**src/rtl/spi_temp_reader.sv**
```systemverilog
// spi_temp_reader: read-only SPI master (mode 0). It reads one 16-bit frame
// from the temperature sensor on each rising edge of the timer trigger and
// presents the top TEMP_BITS of the frame with a one-cycle valid strobe.
module spi_temp_reader #(
  parameter int CLK_DIV    = 25,
  parameter int FRAME_BITS = 16,
  parameter int TEMP_BITS  = 13
) (
  input  logic                 clk_in,
  input  logic                 rst_in,
  input  logic                 trig_in,
  input  logic                 miso_in,
  output logic                 cs_n_out,
  output logic                 sclk_out,
  output logic [TEMP_BITS-1:0] temp_out,
  output logic                 temp_valid_out,
  output logic                 busy_out,
  output logic                 trig_miss_out
);

  localparam int DIV_W = (CLK_DIV > 1) ? $clog2(CLK_DIV) : 1;
  localparam int BIT_W = (FRAME_BITS > 1) ? $clog2(FRAME_BITS) : 1;
  localparam logic [DIV_W-1:0] DIV_MAX = DIV_W'(CLK_DIV - 1);
  localparam logic [BIT_W-1:0] BIT_MAX = BIT_W'(FRAME_BITS - 1);

  typedef enum logic [2:0] {
    S_IDLE,
    S_SETUP,
    S_SHIFT,
    S_HOLD,
    S_DONE
  } state_t;

  state_t                  r_state;
  logic [DIV_W-1:0]        r_div;
  logic [BIT_W-1:0]        r_bit;
  logic                    r_high;
  logic                    r_trig_prev;
  logic                    r_edge;
  logic [FRAME_BITS-1:0]   r_shift;
  logic                    r_cs_n;
  logic                    r_sclk;
  logic [TEMP_BITS-1:0]    r_temp;
  logic                    r_valid;
  logic                    r_busy;
  logic                    r_miss;

  state_t                  w_state_nxt;
  logic [DIV_W-1:0]        w_div_nxt;
  logic [BIT_W-1:0]        w_bit_nxt;
  logic                    w_high_nxt;
  logic                    w_sclk_nxt;
  logic                    w_sample;
  logic                    w_div_last;
  logic                    w_cs_idle_nxt;

  assign w_div_last    = (r_div == DIV_MAX);
  assign w_cs_idle_nxt = (w_state_nxt == S_IDLE) || (w_state_nxt == S_DONE);

  // Next-state, divider/bit counters and next SCLK level.
  always_comb begin
    w_state_nxt = r_state;
    w_div_nxt   = r_div;
    w_bit_nxt   = r_bit;
    w_high_nxt  = r_high;
    w_sclk_nxt  = 1'b0;
    w_sample    = 1'b0;
    case (r_state)
      S_IDLE: begin
        w_div_nxt = '0;
        if (r_edge) begin
          w_state_nxt = S_SETUP;
        end
      end
      S_SETUP: begin
        if (w_div_last) begin
          w_state_nxt = S_SHIFT;
          w_div_nxt   = '0;
          w_bit_nxt   = '0;
          w_high_nxt  = 1'b0;
        end else begin
          w_div_nxt = r_div + DIV_W'(1);
        end
      end
      S_SHIFT: begin
        w_sclk_nxt = r_high;
        if (w_div_last) begin
          w_div_nxt = '0;
          if (!r_high) begin
            // SCLK rises on this edge; MISO is captured on the same edge.
            w_high_nxt = 1'b1;
            w_sclk_nxt = 1'b1;
            w_sample   = 1'b1;
          end else if (r_bit == BIT_MAX) begin
            w_state_nxt = S_HOLD;
            w_high_nxt  = 1'b0;
            w_sclk_nxt  = 1'b0;
          end else begin
            w_bit_nxt  = r_bit + BIT_W'(1);
            w_high_nxt = 1'b0;
            w_sclk_nxt = 1'b0;
          end
        end else begin
          w_div_nxt = r_div + DIV_W'(1);
        end
      end
      S_HOLD: begin
        if (w_div_last) begin
          w_state_nxt = S_DONE;
          w_div_nxt   = '0;
        end else begin
          w_div_nxt = r_div + DIV_W'(1);
        end
      end
      S_DONE: begin
        w_state_nxt = S_IDLE;
      end
      default: begin
        w_state_nxt = S_IDLE;
      end
    endcase
  end

  // State and counter registers.
  always_ff @(posedge clk_in) begin
    if (rst_in) begin
      r_state <= S_IDLE;
      r_div   <= '0;
      r_bit   <= '0;
      r_high  <= 1'b0;
    end else begin
      r_state <= w_state_nxt;
      r_div   <= w_div_nxt;
      r_bit   <= w_bit_nxt;
      r_high  <= w_high_nxt;
    end
  end

  // Trigger edge detect, shift register and registered outputs.
  // Outputs are computed from the next state so they line up with the state.
  always_ff @(posedge clk_in) begin
    if (rst_in) begin
      r_trig_prev <= 1'b1;
      r_edge      <= 1'b0;
      r_shift     <= '0;
      r_cs_n      <= 1'b1;
      r_sclk      <= 1'b0;
      r_temp      <= '0;
      r_valid     <= 1'b0;
      r_busy      <= 1'b0;
      r_miss      <= 1'b0;
    end else begin
      r_trig_prev <= trig_in;
      r_edge      <= trig_in && !r_trig_prev;
      if (w_sample) begin
        r_shift <= {r_shift[FRAME_BITS-2:0], miso_in};
      end
      r_cs_n  <= w_cs_idle_nxt;
      r_busy  <= !w_cs_idle_nxt;
      r_sclk  <= w_sclk_nxt;
      r_valid <= (w_state_nxt == S_DONE);
      if (w_state_nxt == S_DONE) begin
        r_temp <= r_shift[FRAME_BITS-1 -: TEMP_BITS];
      end
      r_miss  <= r_edge && (r_state != S_IDLE);
    end
  end

  assign cs_n_out       = r_cs_n;
  assign sclk_out       = r_sclk;
  assign temp_out       = r_temp;
  assign temp_valid_out = r_valid;
  assign busy_out       = r_busy;
  assign trig_miss_out  = r_miss;

endmodule

```
**config.mk**
```make
export PLATFORM = sky130hd
export DESIGN_NAME = spi_temp_reader
export DESIGN_NICKNAME = d
export VERILOG_FILES = /design/src/rtl/spi_temp_reader.sv
export SDC_FILE = /design/constraint.sdc
export NUM_CORES = 1
export LEC_CHECK = 0
export ABC_AREA = 1
export CAP_MARGIN = 20
export CORE_MARGIN = 2
export CORE_UTILIZATION = 49
export DETAILED_ROUTE_END_ITERATION = 6
export GPL_TIMING_DRIVEN = 0
export PLACE_DENSITY = 0.74
export SKIP_CTS_REPAIR_TIMING = 1
export SLEW_MARGIN = 40
export SYNTH_ARGS = -nofsm -noshare
export SYNTH_HDL_FRONTEND = slang
export SYNTH_SLANG_ARGS = --single-unit
```
**constraint.sdc**
```tcl
create_clock -name clk_in -period 1.49 [get_ports clk_in]
set_input_delay 0.149 -clock clk_in [delete_from_list [all_inputs] [get_ports clk_in]]
set_output_delay 0.149 -clock clk_in [all_outputs]
set_load 0.01 [all_outputs]
```
; ---- Yosys cells after proc, flatten, opt, wreduce, memory -nomap -nowiden
; Cells that the tools add are included.
[op_classes]
addsub = 2
mul = 0
div = 0
order_cmp = 0
eq_ne = 10
shifts = 0
n_mux = 20
bitwise = 1
n_reduce_logical = 14
[op_table]
columns = cell, count
row1 = $mux W3, 6
row2 = $mux W4, 4
row3 = $pmux W3 S4, 1
row4 = $pmux W5 S2, 1
row5 = $ne A2 B2 Y1 const B, 4
row6 = $pmux W4 S2, 1
row7 = $eq A3 B2 Y1 const B, 2
row8 = $logic_not A3 Y1, 2
row9 = $add A5 B1 Y5 const B, 1
row10 = $eq A5 B5 Y1 const B, 1
row11 = $mux W1, 5
row12 = $mux W5, 1
row13 = $reduce_and A5 Y1, 1
row14 = $add A4 B1 Y4 const B, 1
row15 = $eq A4 B4 Y1 const B, 1
row16 = $reduce_bool A2 Y1, 2
row17 = $eq A3 B1 Y1 const B, 1
row18 = $eq A3 B3 Y1 const B, 1
row19 = $reduce_bool A3 Y1, 1
row20 = $reduce_or A3 Y1, 1
row21 = $logic_and A1 B1 Y1, 2
row22 = $logic_not A1 Y1, 2
row23 = $pmux W1 S2, 1
row24 = $reduce_and A2 Y1, 1
row25 = other kinds (3), 3
[totals]
register_bits = 49
latch_bits = 0
ram_bits = 0
romBits = 0
in_bits = 4
mem_count = 0

; ---- Longest topological paths before layout
; Gate-level depths: netlist (run 1).
[depth]
ltp_word = 8
ltp_mapped = 10
mapped_depth_nobuf = 10

; ---- Worst setup path after synthesis (run 1)
; OpenSTA, ideal clock, no wires.
[synth_timing]
kind = reg2reg
startpoint = reg r_div[0]
endpoint = reg r_high
setup_time_ns = 0.071
arrival_time_ns = 1.463
required_ns = 1.419
path_slack_ns = -0.044
path_stages_with_launch = 8
n_path_buf = 0
path_cell_list = dfxtp_1 > inv_1 > ha_1 > nand2_1 > nor2_1 > ha_1 > or2_2 > a21oi_1
[synth_between]
elab_chain_len = 3
[synth_lines]
columns = element, line
row1 = "start, declared", 35  ; logic [DIV_W-1:0] r_div;
row2 = "start signal, assigned", 133  ; r_div <= w_div_nxt;
row3 = $eq A5 B5 Y1 (*), 57  ; assign w_div_last = (r_div == DIV_MAX);
row4 = $mux W1 / $ne A2 B2 Y1 (equally long branches), n/a
row5 = $pmux W1 S2 / $reduce_and A2 Y1 (equally long branches), n/a
row6 = "end signal, assigned", 135  ; r_high <= w_high_nxt;
row7 = "end, declared", 37  ; logic r_high;
; Every way passes the cells marked *; elsewhere a longest branch is shown, timed or not.
; A chain may end at the register's enable or synchronous reset.

; ---- Final worst setup path (run 1)
[layout_timing]
startpoint = reg r_div[1]
endpoint = reg r_shift[13]
[layout_between]
elab_chain_len = 3
[layout_lines]
columns = element, line
row1 = $eq A5 B5 Y1, 57
row2 = $mux W1, 87  ; if (w_div_last) begin
row3 = $mux W1, 68  ; case (r_state)
row4 = "end signal, assigned", 156  ; r_shift <= {r_shift[FRAME_BITS-2:0], miso_in};
row5 = "end, declared", 40  ; logic [FRAME_BITS-1:0] r_shift;
; No other way between the ends.

==> results of run 1 <==
-- flip-flops by register name, summed over array words and instances (netlist names) --
signal / count
r_shift: 16
r_edge: 1
cs_n_out: 1
r_trig_prev: 1
temp_out: 13
r_bit: 4
r_state: 3
r_high: 1
busy_out: 1
sclk_out: 1
trig_miss_out: 1
r_div: 5
temp_valid_out: 1
-- power groups by stage --
stage	registers, uW	clock network, uW	logic [uW]
CTS	1320	1010	71.3
floorplan	1350	0	43.8
global placement	1350	0	70.4
global route	1320	1050	91.3
detailed placement	1350	0	71.0
finish	1320	984	81.2
-- area by class of cell --
| type | instances | area [um2] |
|---|---|---|
| fill | 333 | 1330 |
| tap | 50 | 62.6 |
| sequential | 49 | 987 |
| clock inverter | 2 | 37.5 |
| multi-input combinational | 181 | 1000 |
| buffer | 9 | 76.3 |
| clock buffer | 6 | 82.6 |
| timing repair buffer | 31 | 320 |
| inverter | 17 | 71.3 |
-- per-layer routing --
layer | GRT usage, % | up-vias | routed length [um]
li1 | - | 890 | -
met1 | 21.7 | 792 | 1900
met2 | 32.2 | 24 | 2080
met3 | 4.93 | 6 | 118
met4 | 6.75 | 0 | 43
met5 | 0 | - | 0
-- final timing paths --
kind	from	slack [ns]	to
max reg2reg	r_div[1]	-0.0001	r_shift[13]
min	trig_in	0.39	r_edge
min reg2reg	r_trig_prev	0.39	r_edge
max	r_div[1]	-0.0001	r_shift[13]
-- cell usage in the layout, fill, tap and decap left out, drive strengths merged --
| cell type | instances |
|---|---|
| nand2 | 37 |
| dfxtp | 49 |
| ha | 4 |
| clkinvlp | 1 |
| clkdlybuf4s50 | 21 |
| xnor2 | 1 |
| clkbuf | 12 |
| clkinv | 1 |
| xor2 | 1 |
| nand3 | 10 |
| inv | 16 |
| o21ai | 32 |
| nor2 | 79 |
| or2 | 1 |
| nor3 | 3 |
| nand4 | 2 |
| buf | 13 |
| a21oi | 11 |
| bufinv | 1 |
-- worst register-to-register path: stages, from the launching register on --
cell and delay, ns:
sky130_fd_sc_hd__dfxtp_4 0.39, sky130_fd_sc_hd__inv_4 0.04, sky130_fd_sc_hd__ha_4 0.16, sky130_fd_sc_hd__nand2_2 0.08, sky130_fd_sc_hd__nor2_4 0.04, sky130_fd_sc_hd__ha_4 0.17
sky130_fd_sc_hd__nand2_4 0.11, sky130_fd_sc_hd__clkinv_4 0.10, sky130_fd_sc_hd__clkbuf_16 0.17, sky130_fd_sc_hd__nor2_1 0.09, sky130_fd_sc_hd__nor2_1 0.05
-- through the flow --
stage	total power (uW)	hold slack [ns]
after global placement	1420	0.379
after detailed placement	1420	0.385
after CTS	2400	0.390
after global routing	2460	0.422
after floorplan	1390	0.218
final	2380	0.394
-- kinds of logic (layout without fill, tap and decap cells) --
logic type                 after synthesis  in the layout
adders and majority gates                4              4
AOI/OAI and AO/OA                       43             43
buffers and inverters                   26             65
xor gates and xnor gates                 2              2
DFF                                     49             49
and+or+nand+nor                        131            132
==> impl.org, run 1 <==
** STA
- The worst pin sits at a relative slew slack of 64.8%.
- The max-slew violation count came to 0.
- Adding up every negative setup slack in the final design gives -0.000115 ns.
- Setup violations remaining at the end of the flow were counted as 1.
- Worst Setup Slack, final :: -0.000115 ns
- Dividing the final minimum period by the clock period gives 100%.
- The number of hold-slack violations in the final timing report is 0.
- Final worst clock skew :: 0.00609 ns
- Measured slew at the worst slew-check pin :: 0.528 ns
- Based on the critical path, the design can be clocked at up to 671 MHz.
- Setup repair after global routing could not meet its margin everywhere.
- The routed design could run at a clock period as short as 1.49 ns.

** Clock network
- CTS saw 49 sinks.
- Root Buffer Master :: sky130_fd_sc_hd__clkbuf_8
- H-Tree Level Count :: 2
- TritonCTS built the clock tree.
- TritonCTS Buffers :: 5
- The longest clock path from root to sink contains 2 buffers.
- For the worst-skew pair, the clock arrives at the later sink with an insertion delay of 0.30 ns.
- Clock-pin slew was measured on the worst setup and hold paths at 0.09 ns.

** Synth
- After synthesis the cells add up to 0.00201 mm2.
- Average size of a mapped cell :: 7.88 um2
- Post-synth EDFFs :: 0
- In the post-synthesis netlist, the cell with the most instances is sky130_fd_sc_hd__nor2_1.
- Synth warn :: 0
- Synthesized net count :: 263
- Register area share after synthesis :: 48.8%
- Synth Area in Simple Gates :: 30.5%
- Number of cells produced by synthesis :: 255
- Measured against the total synthesized area, the mux share comes to 0%.
- Counting flops and latches in the post-synthesis netlist gives 49.
- Post-synth ARST share :: 0%
- After synthesis, the largest family of logic cells by area is simple AND/OR/NAND/NOR gates.
- Summing the areas of all xor and xnor instances in the mapped netlist gives 0.872% of the synthesized area.
- The synthesized netlist devotes 10.7% of its cell area to compound gates.
- Among all flip-flop cells after synthesis, the most frequent one is sky130_fd_sc_hd__dfxtp_1.
- Post-synthesis cell type with the largest combined area :: sky130_fd_sc_hd__dfxtp_1
- After synthesis, the largest area contributor takes up 48.8% of total cell area.
- By count the netlist is led by sky130_fd_sc_hd__nor2_1, sky130_fd_sc_hd__dfxtp_1, sky130_fd_sc_hd__nand2_1, sky130_fd_sc_hd__o21ai_0, sky130_fd_sc_hd__inv_1.
- The synthesized netlist devotes 2.49% of its cell area to adder and majority cells.
- Top cells by area in the synthesized netlist :: sky130_fd_sc_hd__dfxtp_1, sky130_fd_sc_hd__nor2_1, sky130_fd_sc_hd__nand2_1
- Number of distinct library cells after synthesis :: 26

** Worst hold path
- Worst hold path depth :: 3
- HP Class :: input port to register

** Cells and area
- Finished Cell Area :: 0.00264 mm2
- Post-route insts no fill :: 345
- Cells with a size suffix above 1 make up 23.1% of the layout.
- At the end of the flow the core is filled with cells to 66.5%.
- Net total in the final layout :: 302
- Antenna cell count :: 0
- From synthesis to final layout, the design area changed by 31.4%.

** Place
- In this run the tool buffered the top-level ports with 21 buffer cells.
- Detailed placer's ending HPWL :: 2570 um
- At the end of routability-driven placement, the weighted congestion stood at 0.890.
- Placed Area :: 0.00229 mm2
- After detailed placement, the design holds a cell count of 326.
- Pre-CTS WS :: -0.167 ns

** Global route
- The number of antenna violations at the first check in global routing is 0.
- Via count of the first global-routing pass :: 1467
- First-pass GRT wire length :: 6380 um
- Entering global routing, the biggest net connects 16 pins.
- Remaining Overflow, GRT :: 0
- Global routing consumed, over all layers together, 18.5% of the routing resources.

** Drt
- DR WL/cell :: 12.0 um
- Number of vias after detailed routing :: 1712
- Iteration-0 DRC count of the detailed router :: 108
- After detailed routing, the number of remaining DRC violations is 0.
- Once detail routing completed, the nets flagged for antenna violations numbered 0.
- After detailed routing, the total wire length is 4140 um.
- Routed vias/inst :: 4.96
- DRT Pass-1 Iters :: 4

** Power
- In this run, the combinational gates consume 3.4% of the power.
- Internal power :: 1890 uW
- In this run, the clock network consumes 41.3% of the power.
- Per report_power, the sequential group accounts for 55.3% of the total.
- Maximum vdd drop :: 0.758 mV
- In this run switching power makes up 20.6% of total power.
- In this run the static leakage power is 0.00110 uW.
- For this design the total switching power over the nets is 491 uW.
- Areal power density over the cells :: 902 mW/mm2

** Floorplan
- Die span in y :: 68.0 um
- The die covers 0.00463 mm2.
- The initialized floorplan defines 23 standard-cell rows.
- Number of top-level design ports :: 22
- From left edge to right edge, the die measures 68.0 um.
- Initial Util :: 50.6%
- Placeable core area :: 0.00397 mm2

** Setup path
- In this design, the largest share of critical-path delay is due to flip-flops.
- Ordered list of cells on the worst path :: inv_4 > ha_4 > nand2_2 > nor2_4 > ha_4 > nand2_4 > clkinv_4 > clkbuf_16 > nor2_1 > nor2_1
- Critical path endpoint category :: register
- Path depth of the worst reg2reg path :: 10
- In this design, the stage delay of the slowest critical-path cell is 0.39 ns.
- STA puts the critical path data required time at 1.69 ns.
- Together, buffers and inverters on the worst path number 3.
- Kind of launch point of the worst setup path :: register
- The critical path crosses 10 cells after its start point.
- Crit path arrival time :: 1.69 ns
- For this design, the slowest cell found on the critical path is sky130_fd_sc_hd__dfxtp_4.
- Critical path class :: register to register
- Critical Path Fanout Max :: 5

** Outcome
- Run status :: finished, violations left
- Failing checks :: setup timing

** Run
- Max-cap violation count :: 0
Note: power is estimated with default switching activity, not from simulation.
==> inputs of run 2 (changes only) <==
Settings changed: CTS_CLUSTER_DIAMETER set to 30, GPL_TIMING_DRIVEN 0 to unset.
==> run 2 against run 1 <==
Effect of this change: the flow now finishes without violations; critical path type unchanged; wire length shrank 6.3%; clock skew shrank 0.0024 ns; sequential cell count unchanged; non-clock buffer count unchanged; final cell count shrank 0.29%; critical path depth decreased by 1; largest power group unchanged; via count down 1.4%.
==> impl.org, run 2 (synthesis gave the netlist of run 1 again) <==
** Global route
- Remaining Overflow, GRT :: 0
- First-pass GRT wire length :: 6260 um
- Global routing used 17.9% of the available tracks across all layers.
- Number of antenna violations at the first check in global routing :: 0
- Largest net degree at the start of global routing :: 36
- The number of global-route vias before repair was 1420.

** STA
- Count of endpoints failing setup in the final report :: 0
- Setup repair after global routing could not meet its margin everywhere.
- Endpoints failing hold :: 0
- Derived from the worst setup path, the maximum achievable clock frequency is 694 MHz.
- Worst Setup Slack, final :: 0.0487 ns
- Number of pins exceeding their max-slew limit in the final report :: 0
- On the final layout, the worst hold slack is 0.396 ns.
- At the pin with the least slew margin, the transition time is 0.330 ns.
- The worst pin sits at a relative slew slack of 78.0%.
- Fin crit period :: 1.44 ns
- Final worst clock skew :: 0.00372 ns
- In the finished design, the share of the clock period the worst path needs comes to 96.7%.

** Place
- Routability cong. :: 0.824
- Detailed placer's ending HPWL :: 2650 um
- Before CTS, the worst setup slack after placement is -0.0311 ns.
- Port bufs :: 21

** Worst hold path
- In this run the worst hold path is classified as register to register.

** Clock network
- TritonCTS built the clock tree.
- H-Tree Level Count :: 2
- Buffers inserted during clock tree synthesis total 5.
- Root Buffer Master :: sky130_fd_sc_hd__clkbuf_8
- Clock transition at the register clock pins on the worst setup and hold paths after CTS :: 0.09 ns
- Later-pin clock latency in the skew report :: 0.29 ns
- Number of clock sinks :: 49
- Clk buf depth :: 2

** Power
- Summed over all cells, the static leakage comes to 0.00108 uW.
- VDD sags by at most 0.708 mV.
- Areal power density over the cells :: 841 mW/mm2
- Overall power consumption after layout is estimated at 2150 uW.

** Cells and area
- r_shift holds more flip-flops than any other register.
- The net count of the finished layout is 301.
- Cells with a size suffix above 1 make up 21.4% of the layout.
- The top cell types in the final layout, fill and taps aside, are sky130_fd_sc_hd__nor2_1, sky130_fd_sc_hd__dfxtp_1, sky130_fd_sc_hd__nand2_1.
- Relative to the synthesized area, the layout overhead comes to 27.3%.
- Largest register FFs :: 16
- Filler instances :: 348
- Most common cell after layout, fill and taps aside :: sky130_fd_sc_hd__nor2_1
- Antenna cell count :: 0

** Drt
- DR WL/cell :: 11.3 um
- DRT Pass-1 Iters :: 4
- The first routing iteration left 60 violations.
- After detailed routing, the number of vias per cell comes to 4.91.
- Number of vias after detailed routing :: 1688
- The routed design has 3880 um of wire.
- Post-route ant nets :: 0
- For this run, design rule violations remaining after detail routing come to 0.

** Setup path
- In this design, the stage delay of the slowest critical-path cell is 0.33 ns.
- The worst setup path is captured at a register.
- For the worst setup path, the data arrival time is 1.63 ns.
- At the worst endpoint, the required time is 1.68 ns.
- Critical Path Fanout Max :: 5
- STA classifies the critical path startpoint as a register.
- On the critical path, the stage with the largest delay is an instance of sky130_fd_sc_hd__dfxtp_2.
- Ordered list of cells on the worst path :: inv_2 > ha_4 > nand2_1 > nor2_2 > ha_2 > nand2_4 > buf_6 > o21ai_0 > nor2_1
- By startpoint and endpoint, the worst setup path is classified as register to register.

** Floorplan
- Overall die width :: 68.0 um
- The die is 68.0 um tall.
- Die area :: 0.00463 mm2
- After floorplanning, the core was sized to cover 0.00397 mm2.
- Initial Util :: 50.6%
- Std cell rows :: 23
- 22 I/O pins were placed.

** Run
- Across the run, the number of max-cap violations was 0.

** Outcome
- The flow ran to the end, and the final reports show no timing, DRC or antenna violations.
run 2: cell types whose count changed in the layout (fill, tap and decap cells not counted), sizes merged:
cell	change
bufinv	-1
clkinv	-1
inv	+1
clkbuf	-4
buf	+5
nand2	-1
run 2: metal layers:
metal	GRT usage (%)	up-vias	wire [um]
li1	-	885	-
met1	21.3	769	1730
met2	31.1	27	1980
met3	4.61	7	124
met4	6.25	0	45
met5	0	-	0
run 2: metrics by stage:
stage	utilization (%)	cell area, um2	std cells	setup TNS, ns
after global routing	64.4	2560	344	-0.0172
after detailed placement	59.9	2380	335	-0.314
final	64.4	2560	344	0
after CTS	62.0	2460	343	-0.743
after floorplan	-	2010	255	-0.00791
after global placement	59.9	2380	335	0
run 2: worst max-delay path: cells and delay by family (launching register included):
kind            cells  cell delay [ns]
compound gates      1             0.13
fa+ha+maj           2             0.33
buf+inv             2             0.22
flops               1             0.33
simple gates        4             0.33
run 2: final timing paths:
path | slack [ns] | from | depth (start not counted) | to
worst min register to register | 0.40 | r_trig_prev | 1 | r_edge
worst min-delay path | 0.40 | r_trig_prev | 1 | r_edge
worst max register to register | 0.05 | r_div[0] | 9 | r_shift[12]
worst max-delay path | 0.05 | r_div[0] | 9 | r_shift[12]
run 2: where the power goes:
part / leakage (uW) / total [uW] / switching, uW / internal, uW
Clock: 0.0000385 / 745 / 413 / 333
Sequential: 0.000396 / 1320 / 3.31 / 1310
Combinational: 0.000646 / 87.3 / 48.3 / 39.0
Total: 0.00108 / 2150 / 464 / 1690
run 2: cell type report:
| class | count | area, um2 | share of cell area [%] |
|---|---|---|---|
| clock buffer | 7 | 76.3 | 2.98 |
| clock inverter | 1 | 7.51 | 0.294 |
| inverter | 17 | 68.8 | 2.69 |
| multi-input combinational | 180 | 956 | 37.4 |
| sequential | 49 | 983 | 38.5 |
| tap | 50 | 62.6 | 2.45 |
| timing repair buffer | 40 | 403 | 15.8 |
==> inputs of run 3 (changes only) <==
Settings changed: MAX_ROUTING_LAYER set to met4.
==> run 3 against run 2 <==
Effect of this change: sequential power about the same; final area unchanged; count of clock-buffer cells in the layout unchanged; setup slack improved by 0.0025 ns; sequential share of layout area unchanged; hold slack about the same; final cell count unchanged; total power about the same; die area unchanged; combinational power about the same; clock power about the same; register-to-register slack about the same.
==> impl.org, run 3 (synthesis gave the netlist of run 1 again) <==
** Worst hold path
- The path class of the tightest hold or removal check is register to register.
- Terminating pin of the worst hold path :: r_edge
- The startpoint identified for the worst hold timing path is r_trig_prev.
- Along the worst hold path, the cell count comes to 1.

** Drt
- Post-route ant nets :: 0
- Iteration-0 DRC count of the detailed router :: 80
- Routed vias/inst :: 4.88
- After detailed routing, the number of remaining DRC violations is 0.
- The first detailed-routing pass took 4 iterations.
- Total Routed Length :: 3860 um
- Summing over every cut layer, the via total after detailed routing is 1678.
- DR WL/cell :: 11.2 um

** Floorplan
- Placeable core area :: 0.00397 mm2
- Die span in y :: 68.0 um
- The floorplan has 23 rows.
- Initial Util :: 50.6%
- The die covers 0.00463 mm2.
- Pin placement for this block handled 22 I/O pins.
- Measured along the x axis, the die boundary spans 68.0 um.

** Place
- Detailed placer's ending HPWL :: 2650 um
- Port bufs :: 21
- Routability cong. :: 0.836

** Setup path
- Counting buffers and inverters, the worst setup path is 9 cells deep.
- Critical path endpoint category :: register
- In this run the critical register-to-register path is launched from r_div[0].
- Crit path arrival time :: 1.63 ns
- The endpoint identified for the worst register-to-register timing path is r_shift[12].
- CP Data Required Time :: 1.68 ns
- On the critical path the largest part of the delay comes from flip-flops.
- Traced cell by cell, the critical path runs through inv_2 > ha_4 > nand2_1 > nor2_2 > ha_2 > nand2_4 > buf_6 > o21ai_0 > nor2_1.
- Largest incremental delay on the critical path :: 0.33 ns
- The critical path is of the register to register type.
- Slowest stage cell on the critical path :: sky130_fd_sc_hd__dfxtp_2
- Critical Path Fanout Max :: 5
- The number of buffers and inverters on the critical path is 2.
- The worst register-to-register path has a setup slack of 0.05 ns.
- Path depth of the worst reg2reg path :: 9
- Kind of launch point of the worst setup path :: register

** Run
- The tool flagged a number of max-cap violations equal to 0.

** STA
- Measured slew at the worst slew-check pin :: 0.332 ns
- Endpoints failing hold :: 0
- RSZ-0062 raised after global routing :: true
- Fmax :: 695 MHz
- Fin crit period :: 1.44 ns
- Number of pins exceeding their max-slew limit in the final report :: 0
- Final-layout worst hold slack :: 0.396 ns
- Normalized max-slew margin :: 77.8%
- Ratio of final minimum period to clock period :: 96.6%
- Total Neg Setup Slack :: 0 ns
- Count of endpoints failing setup in the final report :: 0
- Final worst clock skew :: 0.00381 ns

** Clock network
- Later-pin clock latency in the skew report :: 0.29 ns
- The clock passes through at most 2 buffers.
- The tree is rooted in a sky130_fd_sc_hd__clkbuf_8.
- H-Tree Level Count :: 2
- Buffers inserted during clock tree synthesis total 5.
- TritonCTS built the clock tree.
- Number of clock sinks :: 49
- After clock tree synthesis, the clock-pin slew on the worst setup and hold paths is 0.08 ns.

** Power
- The analysis attributes to cell leakage a power of 0.00108 uW.
- Areal power density over the cells :: 841 mW/mm2
- Maximum vdd drop :: 0.710 mV

** Cells and area
- Relative to the synthesized area, the layout overhead comes to 27.3%.
- Proportion of layout cells with a drive suffix above 1 :: 21.4%
- Net total in the final layout :: 301
- The top cell types in the final layout, fill and taps aside, are sky130_fd_sc_hd__nor2_1, sky130_fd_sc_hd__dfxtp_1, sky130_fd_sc_hd__nand2_1.
- The register with the most flip-flops in the layout has 16 of them.
- Ranked by flip-flop count, first place goes to r_shift.
- Antenna cell count :: 0
- Most common cell after layout, fill and taps aside :: sky130_fd_sc_hd__nor2_1

** Outcome
- Run status :: finished clean

** Global route
- Remaining Overflow, GRT :: 0
- First-pass GRT wire length :: 6260 um
- Number of antenna violations at the first check in global routing :: 0
- Largest net degree at the start of global routing :: 36
- The number of global-route vias before repair was 1421.
- Across every metal layer, demand over resource in global routing totals 18.5%.
## run 3: stage by stage
step	std cells	total power, uW	utilization [%]	setup WS, ns	cell area (um2)
global placement	335	1430	59.9	0.0145	2380
global route	344	2230	64.4	-0.0115	2560
floorplan	255	1390	-	-0.00791	2010
CTS	343	2170	62.0	-0.0724	2460
detailed placement	335	1430	59.9	-0.0311	2380
finish	344	2150	64.4	0.0511	2560
## run 3: worst max-delay path by stage
stage	startpoint	endpoint	slack [ns]
2_1_floorplan	r_div[0]	r_high	-0.008
3_3_place_gp	r_div[0]	r_shift[1]	0.01
4_1_cts	r_div[0]	r_shift[6]	-0.07
6_report	r_div[0]	r_shift[12]	0.05
3_5_place_dp	r_div[0]	r_shift[8]	-0.03
5_1_grt	r_div[0]	r_shift[4]	-0.01
## run 3: cell type report
class	instances	area (um2)
Clock buffer	7	76.3
Clock inverter	1	7.51
Fill cell	348	1410
Inverter	17	68.8
Multi-Input combinational cell	180	956
Sequential cell	49	983
Tap cell	50	62.6
Timing Repair Buffer	40	403
## run 3: metal layers
layer	global-route usage, %	share of wire [%]	routed length [um]
met5	-	0	0
met4	6.25	1.1	42
met1	21.3	45	1730
met2	31.1	51	1980
met3	5.10	2.7	105
## run 3: worst reg2reg max path: cells and delay by family, from the launching register on
family | cells | cell delay (ns)
adder cells (fa/ha/maj) | 2 | 0.33
buffers and inverters | 2 | 0.22
AND/OR/NAND/NOR | 4 | 0.33
flip-flops | 1 | 0.33
AO/OA/AOI/OAI | 1 | 0.13
## run 3: where the power goes
| part | switching, uW | internal (uW) |
|---|---|---|
| logic | 48.2 | 39.0 |
| clock network | 414 | 333 |
| registers | 3.31 | 1310 |
| total | 465 | 1690 |
